### config.mk
export PLATFORM = sky130hd
export DESIGN_NAME = coherence_bus_ctrl
export DESIGN_NICKNAME = d
export VERILOG_FILES = /design/src/rtl/coherence_bus_ctrl.sv
export SDC_FILE = /design/constraint.sdc
export NUM_CORES = 1
export LEC_CHECK = 0
export CORE_AREA = 2 2 142 144
export DETAILED_ROUTE_END_ITERATION = 10
export DIE_AREA = 0 0 144 146
export MAX_ROUTING_LAYER = met4
export PLACE_DENSITY = 0.52
export SLEW_MARGIN = 20
export SYNTH_ARGS = -nofsm -noshare
export SYNTH_HDL_FRONTEND = slang
export SYNTH_SLANG_ARGS = --single-unit
### constraint.sdc
create_clock -name CLK -period 2.6 [get_ports CLK]
set_input_delay 0.78 -clock CLK [delete_from_list [all_inputs] [get_ports CLK]]
set_output_delay 0.78 -clock CLK [all_outputs]
set_load 0.02 [all_outputs]
### src/rtl/coherence_bus_ctrl.sv
// Snoopy MSI bus controller between two per-core dcaches and the data RAM
// port. It arbitrates two-word block transactions round-robin and snoops the
// non-requesting cache. A dirty snooped block is written back to RAM before
// the requester's transfer proceeds.
`timescale 1ns/1ps
module coherence_bus_ctrl #(
  parameter int RAM_LAT = 0
) (
  input  logic        CLK,
  input  logic        nRST,
  input  logic [1:0]  dREN,
  input  logic [1:0]  dWEN,
  input  logic [1:0]  cctrans,
  input  logic [1:0]  ccwrite,
  input  logic [63:0] daddr,
  input  logic [63:0] dstore,
  output logic [1:0]  dwait,
  output logic [63:0] dload,
  output logic [1:0]  ccwait,
  output logic [1:0]  ccinv,
  output logic [63:0] ccsnoopaddr,
  output logic        ram_ren,
  output logic        ram_wen,
  output logic [31:0] ram_addr,
  output logic [31:0] ram_store,
  input  logic [31:0] ram_load,
  input  logic        ram_ready
);

  typedef enum logic [1:0] {IDLE, SNOOP, SWB, XFER} state_t;

  state_t      state, state_nxt;
  logic        grant, grant_nxt;   // cache currently owning the bus
  logic        last, last_nxt;     // most recent grant, for round-robin
  logic        cnt, cnt_nxt;       // completed words of the current block
  logic        snp_ph, snp_ph_nxt; // second SNOOP cycle marker
  logic        other;              // the snooped (non-granted) cache
  logic [1:0]  req;
  logic [31:0] addr_g, addr_o, store_g, store_o;

  assign req     = dREN | dWEN;
  assign other   = ~grant;
  assign addr_g  = grant ? daddr[63:32]  : daddr[31:0];
  assign addr_o  = grant ? daddr[31:0]   : daddr[63:32];
  assign store_g = grant ? dstore[63:32] : dstore[31:0];
  assign store_o = grant ? dstore[31:0]  : dstore[63:32];

  // Both caches see the raw RAM read data; dwait qualifies it.
  assign dload = {ram_load, ram_load};

  // State, arbitration history and word counter registers.
  always_ff @(posedge CLK or negedge nRST) begin
    if (!nRST) begin
      state  <= IDLE;
      grant  <= 1'b0;
      last   <= 1'b1;
      cnt    <= 1'b0;
      snp_ph <= 1'b0;
    end else begin
      state  <= state_nxt;
      grant  <= grant_nxt;
      last   <= last_nxt;
      cnt    <= cnt_nxt;
      snp_ph <= snp_ph_nxt;
    end
  end

  // Next-state logic: grants only in IDLE, so a burst is never interrupted.
  always_comb begin
    state_nxt  = state;
    grant_nxt  = grant;
    last_nxt   = last;
    cnt_nxt    = cnt;
    snp_ph_nxt = 1'b0;
    case (state)
      IDLE: begin
        if (|req) begin
          if (&req) grant_nxt = ~last;
          else      grant_nxt = req[1];
          last_nxt  = grant_nxt;
          state_nxt = (dREN[grant_nxt] & cctrans[grant_nxt]) ? SNOOP : XFER;
        end
      end
      SNOOP: begin
        // First cycle lets the snoopee look up its tags; decide on the second.
        if (!snp_ph) snp_ph_nxt = 1'b1;
        else         state_nxt  = ccwrite[other] ? SWB : XFER;
      end
      SWB: begin
        if (ram_ready) begin
          if (cnt) state_nxt = XFER;
          else     cnt_nxt   = 1'b1;
        end
      end
      XFER: begin
        // A dropped request ends the block early (e.g. single-word store).
        if (!req[grant]) begin
          state_nxt = IDLE;
        end else if (ram_ready) begin
          if (cnt) state_nxt = IDLE;
          else     cnt_nxt   = 1'b1;
        end
      end
      default: state_nxt = IDLE;
    endcase
    if (state_nxt != state) cnt_nxt = 1'b0;
  end

  // Output decode: snoop lines to the other cache, RAM port to whoever moves data.
  always_comb begin
    dwait       = 2'b11;
    ccwait      = 2'b00;
    ccinv       = 2'b00;
    ccsnoopaddr = '0;
    ram_ren     = 1'b0;
    ram_wen     = 1'b0;
    ram_addr    = '0;
    ram_store   = '0;
    case (state)
      SNOOP, SWB: begin
        ccwait[other] = 1'b1;
        ccinv[other]  = ccwrite[grant];
        if (other) ccsnoopaddr[63:32] = addr_g;
        else       ccsnoopaddr[31:0]  = addr_g;
        if (state == SWB) begin
          ram_wen      = dWEN[other];
          ram_addr     = addr_o;
          ram_store    = store_o;
          dwait[other] = ~ram_ready;
        end
      end
      XFER: begin
        ram_ren      = dREN[grant];
        ram_wen      = dWEN[grant] & ~dREN[grant];
        ram_addr     = addr_g;
        ram_store    = store_g;
        dwait[grant] = ~ram_ready;
      end
      default: ;
    endcase
  end

endmodule

==> impl_results.md, run 1 <==
* Outcome: finished with violations
* Violations in the final reports: negative setup slack
* Initial Util at 0.172
* Leakage at 0.00305 uW
* CP endpoint kind: output pin
* Total number of vias at 5112
* Syn Std Cell Area at 3320 sq um
* Fraction of layout cells with a size suffix above 1 at 0.575
* Vias in the first global route at 4663
* CP arrival at 2.00 ns
* RSZ-0062 raised after global routing: yes
* Tot Pwr at 11800 uW
* Final setup margin at -0.181 ns
* Max Fclk at 360 MHz
* Worst-case clock buffer depth at 2
* Reg clk slew, reported paths at 0.03 ns
* Pwr dens at 1450 nW/um^2
* Fin area at 8140 sq um
* RR Startpoint: grant
* # fillers at 1917
* Via density at 5.28
* Slew @ Worst Pin at 0.322 ns
* DIE WIDTH at 144 um
* Critical Path Start Type: flop
* Maximum VDD drop at 547 uV
* Nets at 880
* Largest net degree at the start of global routing at 48
* Multi-input logic area at 3680 sq um
* Power share of the sequential group at 0.018
* Register Area at 155 sq um
* Max cap viols at 0
* Most instantiated cells after synthesis: buf_4, a211oi_1, a221oi_1, a22oi_1, clkbuf_1
* DP Worst Slack at -0.687 ns
* Initial DRC count at 123
* Initial antenna violation count at 0
* Syn. warnings at 0
* Sw frac at 0.519
* Number of CTS-inserted buffers at 3
* Routability cong. at 0.786
* Clk sink count at 6
* Hold path endpoint: snp_ph
* Port bufs at 274
* Pins over their slew limit at 0
* Clock latency on the worst-skew pair at 0.23 ns
* Die H at 146 um
* HP Class: flop to flop
* Clk root buf: clkbuf_16
* Slew margin rel. at 0.785
* Post-synth top area cell: buf_4
* Cts hold-fix bufs at 0
* #FFs+latches synth at 6
* Mapped Nets at 635
* CP max FO at 8
* Drc violations at 0
* Setup Skew at 0.00182 ns
* Int Power at 5660 uW
* P_sw at 6110 uW
* Post-synth EDFFs at 0
* Wire per inst at 21.6 um
* R2R setup slack at 0.51 ns
* Antenna Nets Post-Route at 0
* Post-synthesis to final-layout area growth at 145%
* Crit Reg-Reg Endpoint: cnt
* Unique masters post-synth at 37
* Sequential area share after synthesis at 0.0456
* Layout Utilization at 0.421
* Main synth FF type: dfrtp_1
* Fin crit period at 2.78 ns
* GRT overflow at 0
* Part of the power in combinational logic at 0.960
* DP Area at 6580 sq um
* FP Rows at 51
* Worst Setup Path Type: flop to output pin
* Clock power frac at 0.022
* Pre-Repair DR Iteration Count at 4
* Cell count after synthesis at 459
* CTS H-tree lvls at 1
* TritonCTS clock tree: yes
* First-pass GRT wire length at 25.3 mm
* Part of the cycle the worst path needs at 1.07
* Post-synth top area share at 0.174
* DP Wirelength at 13.0 mm
* Cell depth of the worst hold path at 1
* Synth area leaders: buf_4, a221oi_1, a211oi_1, a22oi_1, and2_1
* Worst hold start: snp_ph
* Final hold slack at 0.498 ns
* Most common cell in the synthesized netlist: buf_4
* Mapped Avg Cell Area at 7.23 sq um
* Synth async-reset ratio at 1.00
* Worst reg-to-reg path cell count at 7
* Final hold violations at 0
* Core area at 19300 sq um
* Ant diodes at 0
* Die area at 21000 sq um
* Final setup vio count at 101
* IO Count at 371
* Gr usage total at 0.153
* WP data required at 1.82 ns
* Total wire length at 20.9 mm
==> layout by cell type, fill, tap and decap left out, types with 9 or more instances in the layout <==
cell type and count:
buf_4 108, nand2_1 9, clkdlybuf4s15_2 44, a22oi_2 29, and3_1 33, clkdlybuf4s50_1 129, a221oi_2 34, clkbuf_16 18
a211oi_2 65, clkbuf_2 15, a22oi_1 35, and2_1 34, buf_12 22, a221oi_4 29
==> cell type report <==
| type | count | share of cell area |
|---|---|---|
| clock buffer | 4 | 0.00969 |
| tap | 265 | 0.0407 |
| multi-input combinational | 325 | 0.452 |
| sequential | 6 | 0.0191 |
| timing repair buffer | 366 | 0.478 |
| inverter | 2 | 0.000923 |
==> per-stage QoR <==
stage	instances	setup TNS, ns
after global routing	968	-19.71
final	968	-11.76
after floorplan	459	0
after CTS	933	-13.77
after global placement	926	-48.46
after detailed placement	926	-48.88
==> per-layer routing <==
layer  part of all wire  GRT usage
met1               0.39      0.167
met2               0.52      0.277
met3              0.064     0.0257
met4              0.028     0.0505
met5                  0          -
==> state kept, by name, summed over array words and instances, names as in the netlist <==
name	cells
cnt	1
grant	1
state	2
snp_ph	1
last	1
==> critical path, stage by stage (launching register included) <==
cell	delay, ns
dfrtp_1	0.38
inv_2	0.07
ha_4	0.29
and2_4	0.24
buf_12	0.14
clkbuf_16	0.15
a221oi_4	0.07
a211oi_2	0.23
buf_4	0.20
==> power by group through the flow <==
stage	registers, uW	clock network (uW)	logic [uW]
final	214	256	11300
after global routing	222	269	12000
after CTS	218	261	9210
after detailed placement	214	0	9280
after global placement	213	0	9240
after floorplan	191	0	5360
==> cell families after synthesis <==
kind of cell,synth area share
AOI/OAI and AO/OA,0.516
buffers and inverters,0.235
and+or+nand+nor,0.172
DFF,0.0456
adders and majority gates,0.0188
muxes,0.0124
==> how the worst max path moves through the flow <==
stage | slack [ns] | startpoint | to
after floorplan | 0.005 | state[1] | ram_addr[20]
after global placement | -0.70 | dREN[1] | ram_wen
after detailed placement | -0.69 | dREN[1] | ram_wen
after CTS | -0.30 | state[1] | ram_addr[6]
after global routing | -0.25 | state[1] | ram_addr[17]
final | -0.18 | state[1] | ram_addr[25]
==> timing repair <==
item / in CTS / in global routing
buffers inserted: 2 / 10
hold endpoints to repair: 0 / 0
gates cloned: 1 / 25
endpoints found under the setup margin: 136 / 125
gates resized for setup: 514 / 190
pin swaps: 2 / 52
Power figures use the tool's default switching activity.
==> run 2, diff against run 1 <==
--- a/config.mk
+++ b/config.mk
@@ -5,9 +5,10 @@
 export SDC_FILE = /design/constraint.sdc
 export NUM_CORES = 1
 export LEC_CHECK = 0
-export CORE_AREA = 2 2 142 144
+export ABC_AREA = 1
+export CORE_AREA = 2 2 145 147
 export DETAILED_ROUTE_END_ITERATION = 10
-export DIE_AREA = 0 0 144 146
+export DIE_AREA = 0 0 147 149
 export MAX_ROUTING_LAYER = met4
 export PLACE_DENSITY = 0.52
 export SLEW_MARGIN = 20
==> run 2 against run 1 <==
Net effect:
- the run still ends with negative setup slack left
- clock-buffer cell count did not move
- highest routed layer unchanged
- global-route usage rose by 1.3 points
- worst hold slack got worse by 0.013 ns
- design area fell by 14%
- critical path type is now primary input to output pin
- sequential share of layout area rose by 0.32 points
- die area rose by 4.2%
==> impl_results.md, run 2 <==
* Routability cong. at 0.789 (+0.38%)
* Part of the cycle the worst path needs at 1.01 (-0.0582)
* Drc violations at 0 (unchanged)
* Total Negative Setup Slacks at -0.0459 ns (+11.71 ns)
* Syn. warnings at 0 (unchanged)
* Number of flip-flops under the largest register name at 2 (unchanged)
* Sequential area share after synthesis at 0.0409 (-0.00474)
* Commonest non-fill, non-tap cells in the layout: a21oi_1, buf_4, clkdlybuf4s50_1
* HP Class: flop to flop
* Cts hold-fix bufs at 0 (unchanged)
* Met3 Wirelength at 1.08 mm (-19%)
* First-pass GRT wire length at 28.5 mm (+13%)
* Number of CTS-inserted buffers at 3 (unchanged)
* Most instantiated cells after synthesis: a21oi_1, inv_1, o21ai_0
* Largest stage delay, worst path at 0.46 ns (+0.08 ns)
* DP Wirelength at 13.3 mm (+1.9%)
* Ant diodes at 0 (unchanged)
* WP data required at 1.82 ns (about the same)
* Worst-case clock buffer depth at 2 (unchanged)
* Post-synth EDFFs at 0 (unchanged)
* FP Rows at 53 (+3.9%)
* IO Count at 371 (unchanged)
* Pins over their slew limit at 0 (unchanged)
* Total number of vias at 5398 (+5.6%)
* Gr usage total at 0.166 (+0.0134)
* CP arrival at 1.85 ns (-0.15 ns)
* Worst Setup Path Type: primary input to output pin
* Post-Route M1 WL at 8.53 mm (+5.1%)
* Clk root buf: clkbuf_16
* RSZ-0062 raised after global routing: yes
* Unique masters post-synth at 24 (-35%)
* Via density at 4.41 (-17%)
* Vias in the first global route at 5032 (+7.9%)
* Tot Pwr at 9190 uW (-22%)
* Final hold violations at 0 (unchanged)
* Clock latency on the worst-skew pair at 0.23 ns (about the same)
* Top reg by flops: state
* TritonCTS clock tree: yes
* Post-synthesis to final-layout area growth at 87.8%
* CP max FO at 3 (-5)
* CP endpoint kind: output pin
* Largest net degree at the start of global routing at 44 (-8.3%)
* Initial antenna violation count at 0 (unchanged)
* Maximum VDD drop at 443 uV (-19%)
* Max cap viols at 0 (unchanged)
* Die area at 21900 sq um (+4.2%)
* Leakage at 0.00354 uW (+16%)
* Die H at 149 um (+2.1%)
* Mapped Nets at 886 (+40%)
* Outcome: finished with violations
* Initial DRC count at 191 (+55%)
* DIE WIDTH at 147 um (+2.1%)
* Pre-Repair DR Iteration Count at 4 (unchanged)
* DP Area at 6760 sq um (+2.7%)
* Fraction of layout cells with a size suffix above 1 at 0.339 (-0.236)
* Initial Util at 0.180 (+0.00853)
* Metal2 WL at 9.07 mm (-17%)
* CTS H-tree lvls at 1 (unchanged)
* Max Fclk at 380 MHz (+5.8%)
* Post-synth top area share at 0.240 (+0.0663)
* CP cell instances: clkdlybuf4s50_1, inv_1, a21oi_1, o21ai_0, a21oi_1, buf_4
* Main synth FF type: dfrtp_1
* Final setup margin at -0.0301 ns (+0.151 ns)
* Nets at 1127 (+28%)
* Fin crit period at 2.63 ns (-0.151 ns)
* # placed instances at 1212 (+31%)
* Final hold slack at 0.485 ns (-0.0128 ns)
* Most common cell after layout, fill and taps aside: a21oi_1
* Final setup vio count at 4 (-96%)
* Critical Path Slowest Stage Cell: clkdlybuf4s50_1
* Cell count after synthesis at 710 (+55%)
* #FFs+latches synth at 6 (unchanged)
* Most used cell, CP: a21oi_1
* Clk sink count at 6 (unchanged)
* Core area at 20600 sq um (+6.3%)
* GRT overflow at 0 (unchanged)
* Mapped Avg Cell Area at 5.22 sq um (-28%)
* Wire per inst at 15.6 um (-28%)
* Most common cell in the synthesized netlist: a21oi_1
* Antenna Nets Post-Route at 0 (unchanged)
* Violations in the final reports: negative setup slack
* Critical Path Start Type: primary input
* Slew @ Worst Pin at 0.326 ns (+0.00345 ns)
* Post-synth top area cell: a21oi_1
* Uppermost layer routed: met4
* Pwr dens at 1320 nW/um^2 (-8.7%)
* Synth area leaders: a21oi_1, o21ai_0, buf_4, inv_1, nor2_1
* Final Non-Filler Cells at 1225 (+27%)
* Setup Skew at 0.00389 ns (+0.00206 ns)
* Total wire length at 19.1 mm (-8.7%)
* Port bufs at 274 (unchanged)
* Slew margin rel. at 0.781 (-0.00424)
* Fin area at 6960 sq um (-14%)
* Synth async-reset ratio at 1.00 (unchanged)
* Syn Std Cell Area at 3710 sq um (+12%)
* Reg clk slew, reported paths at 0.03 ns (about the same)
-- run 2: cell type report --
class	instances	area, sq um
Timing Repair Buffer	358	3380
Clock buffer	4	78.8
Sequential cell	6	155
Inverter	120	455
Fill cell	2283	13600
Multi-Input combinational cell	462	2550
Tap cell	275	344
-- run 2: cell families (layout without fill, tap and decap cells) --
group / after synthesis / after routing / synth area share
compound gates: 337 / 337 / 0.477
buf+inv: 242 / 482 / 0.336
simple gates: 119 / 119 / 0.127
flops: 6 / 6 / 0.0409
fa+ha+maj: 5 / 5 / 0.0169
mux: 1 / 1 / 0.00270
-- run 2: worst max-delay path, delay by kind of cell --
kind,cells,cell delay (ns)
AOI/OAI and AO/OA,3,0.38
buffers and inverters,3,0.69
-- run 2: report_power, final --
part / switching, uW / leakage, uW / total, uW / internal, uW
logic: 5110 / 0.00343 / 8720 / 3610
registers: 60.4 / 0.0000717 / 215 / 154
clock network: 56.8 / 0.0000382 / 261 / 204
-- run 2: per-layer routing --
metal  vias to the layer above  GRT usage
met5                         -          -
met1                      2423      0.213
li1                       2746          -
met4                         0     0.0346
met2                       185      0.279
met3                        44     0.0257
-- run 2: worst paths after layout --
path                               start     endpoint  slack (ns)  depth (start not counted)
worst max-delay path            daddr[7]  ram_addr[7]       -0.03                          6
worst min-delay path                last         last        0.48                          2
worst max register to register     grant          cnt        0.79                         11
worst min register to register      last         last        0.48                          2
max in group asynchronous           nRST         last        1.52                          1
min in group asynchronous           nRST       snp_ph        0.80                          1
-- run 2: per-stage QoR --
step	utilization	setup slack, ns
global route	0.339	-0.107
floorplan	-	0.0539
finish	0.339	-0.0301
global placement	0.329	-0.593
CTS	0.327	-0.0747
detailed placement	0.329	-0.596
-- run 2: timing repair --
action | 4_1_cts | 5_1_grt
gates cloned | 3 | 2
gates resized for setup | 563 | 202
pin swaps | 41 | 55
buffers inserted | 4 | 0
endpoints found under the setup margin | 136 | 108
==> run 3, diff against run 2 <==
--- a/config.mk
+++ b/config.mk
@@ -6,11 +6,13 @@
 export NUM_CORES = 1
 export LEC_CHECK = 0
 export ABC_AREA = 1
-export CORE_AREA = 2 2 145 147
+export CELL_PAD_IN_SITES_DETAIL_PLACEMENT = 2
+export CELL_PAD_IN_SITES_GLOBAL_PLACEMENT = 2
+export CORE_MARGIN = 2
+export CORE_UTILIZATION = 11
 export DETAILED_ROUTE_END_ITERATION = 10
-export DIE_AREA = 0 0 147 149
 export MAX_ROUTING_LAYER = met4
-export PLACE_DENSITY = 0.52
+export PLACE_DENSITY = 0.74
 export SLEW_MARGIN = 20
 export SYNTH_ARGS = -nofsm -noshare
 export SYNTH_HDL_FRONTEND = slang
==> run 3 against run 2 <==
Net effect:
- the flow still finishes with violations (negative setup slack)
- worst setup slack improved by 0.0043 ns
- via count rose by 5.9%
- die area rose by 61%
- sequential share of layout area fell by 0.051 points
- sequential power rose by 5%
- worst hold slack got worse by 0.0021 ns
- register-to-register slack barely moved
- clock skew rose by 0.0011 ns
- non-clock buffer count rose by 4
- cell count rose by 14%
- flip-flop and latch count did not move
- utilization fell by 13 points
==> impl_results.md, run 3 (synthesis gave the netlist of run 2 again) <==
* Antenna Nets Post-Route at 0 (unchanged)
* Outcome: finished with violations
* Worst hold start: snp_ph
* Largest net degree at the start of global routing at 45 (+2.3%)
* Drc violations at 0 (unchanged)
* # fillers at 4134 (+81%)
* Initial antenna violation count at 0 (unchanged)
* Reg clk slew, reported paths at 0.04 ns (about the same)
* Slew @ Worst Pin at 0.341 ns (+0.0155 ns)
* RSZ-0062 raised after global routing: yes
* CP endpoint kind: output pin
* Fin crit period at 2.63 ns (-0.00430 ns)
* Ant diodes at 0 (unchanged)
* Critical Path Start Type: primary input
* DIE WIDTH at 188 um (+28%)
* Pins over their slew limit at 0 (unchanged)
* IO Count at 371 (unchanged)
* Pwr dens at 1340 nW/um^2 (+1.6%)
* DP Wirelength at 17.7 mm (+33%)
* First-pass GRT wire length at 35.5 mm (+24%)
* Vias in the first global route at 6003 (+19%)
* TritonCTS clock tree: yes
* Initial DRC count at 141 (-26%)
* Fraction of layout cells with a size suffix above 1 at 0.370 (+0.0311)
* Clk sink count at 6 (unchanged)
* Core area at 33400 sq um (+62%)
* Setup Skew at 0.00497 ns (+0.00108 ns)
* Maximum VDD drop at 405 uV (-8.6%)
* Crit Reg-Reg Endpoint: cnt
* R2R setup slack at 0.79 ns (about the same)
* CP max FO at 2 (-1)
* WP data required at 1.82 ns (about the same)
* Total wire length at 24.1 mm (+26%)
* Number of CTS-inserted buffers at 3 (unchanged)
* Via density at 4.08 (-7.5%)
* Gr usage total at 0.131 (-0.0350)
* Final setup vio count at 12 (+8)
* Total Negative Setup Slacks at -0.106 ns (-0.0597 ns)
* Worst Setup Path Type: primary input to output pin
* FP Rows at 67 (+26%)
* RR Startpoint: state[1]
* Hold path endpoint: snp_ph
* Port bufs at 274 (unchanged)
* Initial Util at 0.111 (-0.0692)
* Cell depth of the worst hold path at 1 (-1)
* Die area at 35200 sq um (+61%)
* Final hold violations at 0 (unchanged)
* Total number of vias at 5714 (+5.9%)
* Worst reg-to-reg path cell count at 14 (+3)
* Leakage at 0.00341 uW (-3.7%)
* HP Class: flop to flop
* Wire per inst at 17.2 um (+10%)
* DP Worst Slack at -0.631 ns (-0.0346 ns)
* Commonest non-fill, non-tap cells in the layout: a21oi_1, buf_4, o21ai_1
* Part of the cycle the worst path needs at 1.01 (-0.00165)
* Clk root buf: clkbuf_16
* Worst-case clock buffer depth at 2 (unchanged)
* Violations in the final reports: negative setup slack
* Number of flip-flops under the largest register name at 2 (unchanged)
* CP arrival at 1.85 ns (about the same)
* Top reg by flops: state
* Slew margin rel. at 0.772 (-0.00876)
* Die H at 188 um (+26%)
* GRT overflow at 0 (unchanged)
* Max cap viols at 0 (unchanged)
* Routability cong. at 0.756 (-4.1%)
* CTS H-tree lvls at 1 (unchanged)
* Post-synthesis to final-layout area growth at 92.3%
* Final setup margin at -0.0258 ns (+0.00430 ns)
* Nets at 1131 (+0.35%)
* Clock latency on the worst-skew pair at 0.24 ns (about the same)
* Max Fclk at 381 MHz (+0.16%)
* Pre-Repair DR Iteration Count at 4 (unchanged)
run 3: cell count changes in the layout (fill, tap and decap cells not counted), moves of 6 or more:
cell / before / now
o21ai_1: 88 / 113
dlymetal6s2s_1: 25 / 12
clkbuf_2: 8 / 29
a21oi_2: 65 / 72
a21oi_1: 133 / 126
o21ai_0: 49 / 24
clkdlybuf4s15_1: 6 / 0
inv_1: 84 / 78
run 3: metal layers:
metal	routed length [um]	track usage	part of all wire
met1	10200	0.158	0.42
met2	12400	0.235	0.51
met3	1100	0.0157	0.046
met4	402	0.0263	0.017
met5	0	-	0
run 3: worst max-delay path: stages:
cell	delay (ns)
clkdlybuf4s50_1	0.47
inv_2	0.05
a21oi_1	0.12
o21ai_1	0.08
a21oi_1	0.17
buf_4	0.18
run 3: metrics by stage:
| stage | hold slack [ns] | std cells | total power, uW | utilization | cell area [sq um] |
|---|---|---|---|---|---|
| final | 0.483 | 1402 | 9560 | 0.214 | 7130 |
| after global routing | 0.536 | 1402 | 10300 | 0.214 | 7130 |
| after CTS | 0.493 | 1395 | 9220 | 0.211 | 7040 |
| after detailed placement | 0.490 | 1388 | 8820 | 0.209 | 6980 |
| after global placement | 0.467 | 1388 | 8640 | 0.209 | 6980 |
| after floorplan | 0.438 | 710 | 4730 | - | 3710 |
run 3: power breakdown:
part	internal (uW)	switching, uW
Combinational	3570	5490
Clock	205	64.6
Sequential	154	70.5
Total	3930	5630
run 3: cell type report:
class | instances | area (sq um) | share of cell area
Multi-Input combinational cell | 462 | 2600 | 0.365
Inverter | 120 | 460 | 0.0646
Tap cell | 448 | 561 | 0.0787
Timing Repair Buffer | 362 | 3270 | 0.459
Sequential cell | 6 | 155 | 0.0218
Clock buffer | 4 | 78.8 | 0.0111
run 3: worst max-delay path by stage:
stage	start	to	slack (ns)	cells after the start
after global routing	state[1]	ram_addr[19]	-0.16	8
after CTS	dWEN[1]	ram_wen	-0.08	6
final	dstore[57]	ram_store[25]	-0.03	6
after floorplan	state[0]	ram_store[0]	0.05	8
after global placement	daddr[21]	ram_addr[21]	-0.63	6
after detailed placement	daddr[21]	ram_addr[21]	-0.63	6
run 3: what timing repair did:
| item | in CTS | in global routing |
|---|---|---|
| endpoints found under the setup margin | 135 | 124 |
| resized for setup | 654 | 176 |
| hold buffers | 0 | 0 |
| pin swaps | 34 | 32 |
| gates cloned | 3 | 4 |
| setup buffers | 0 | 3 |
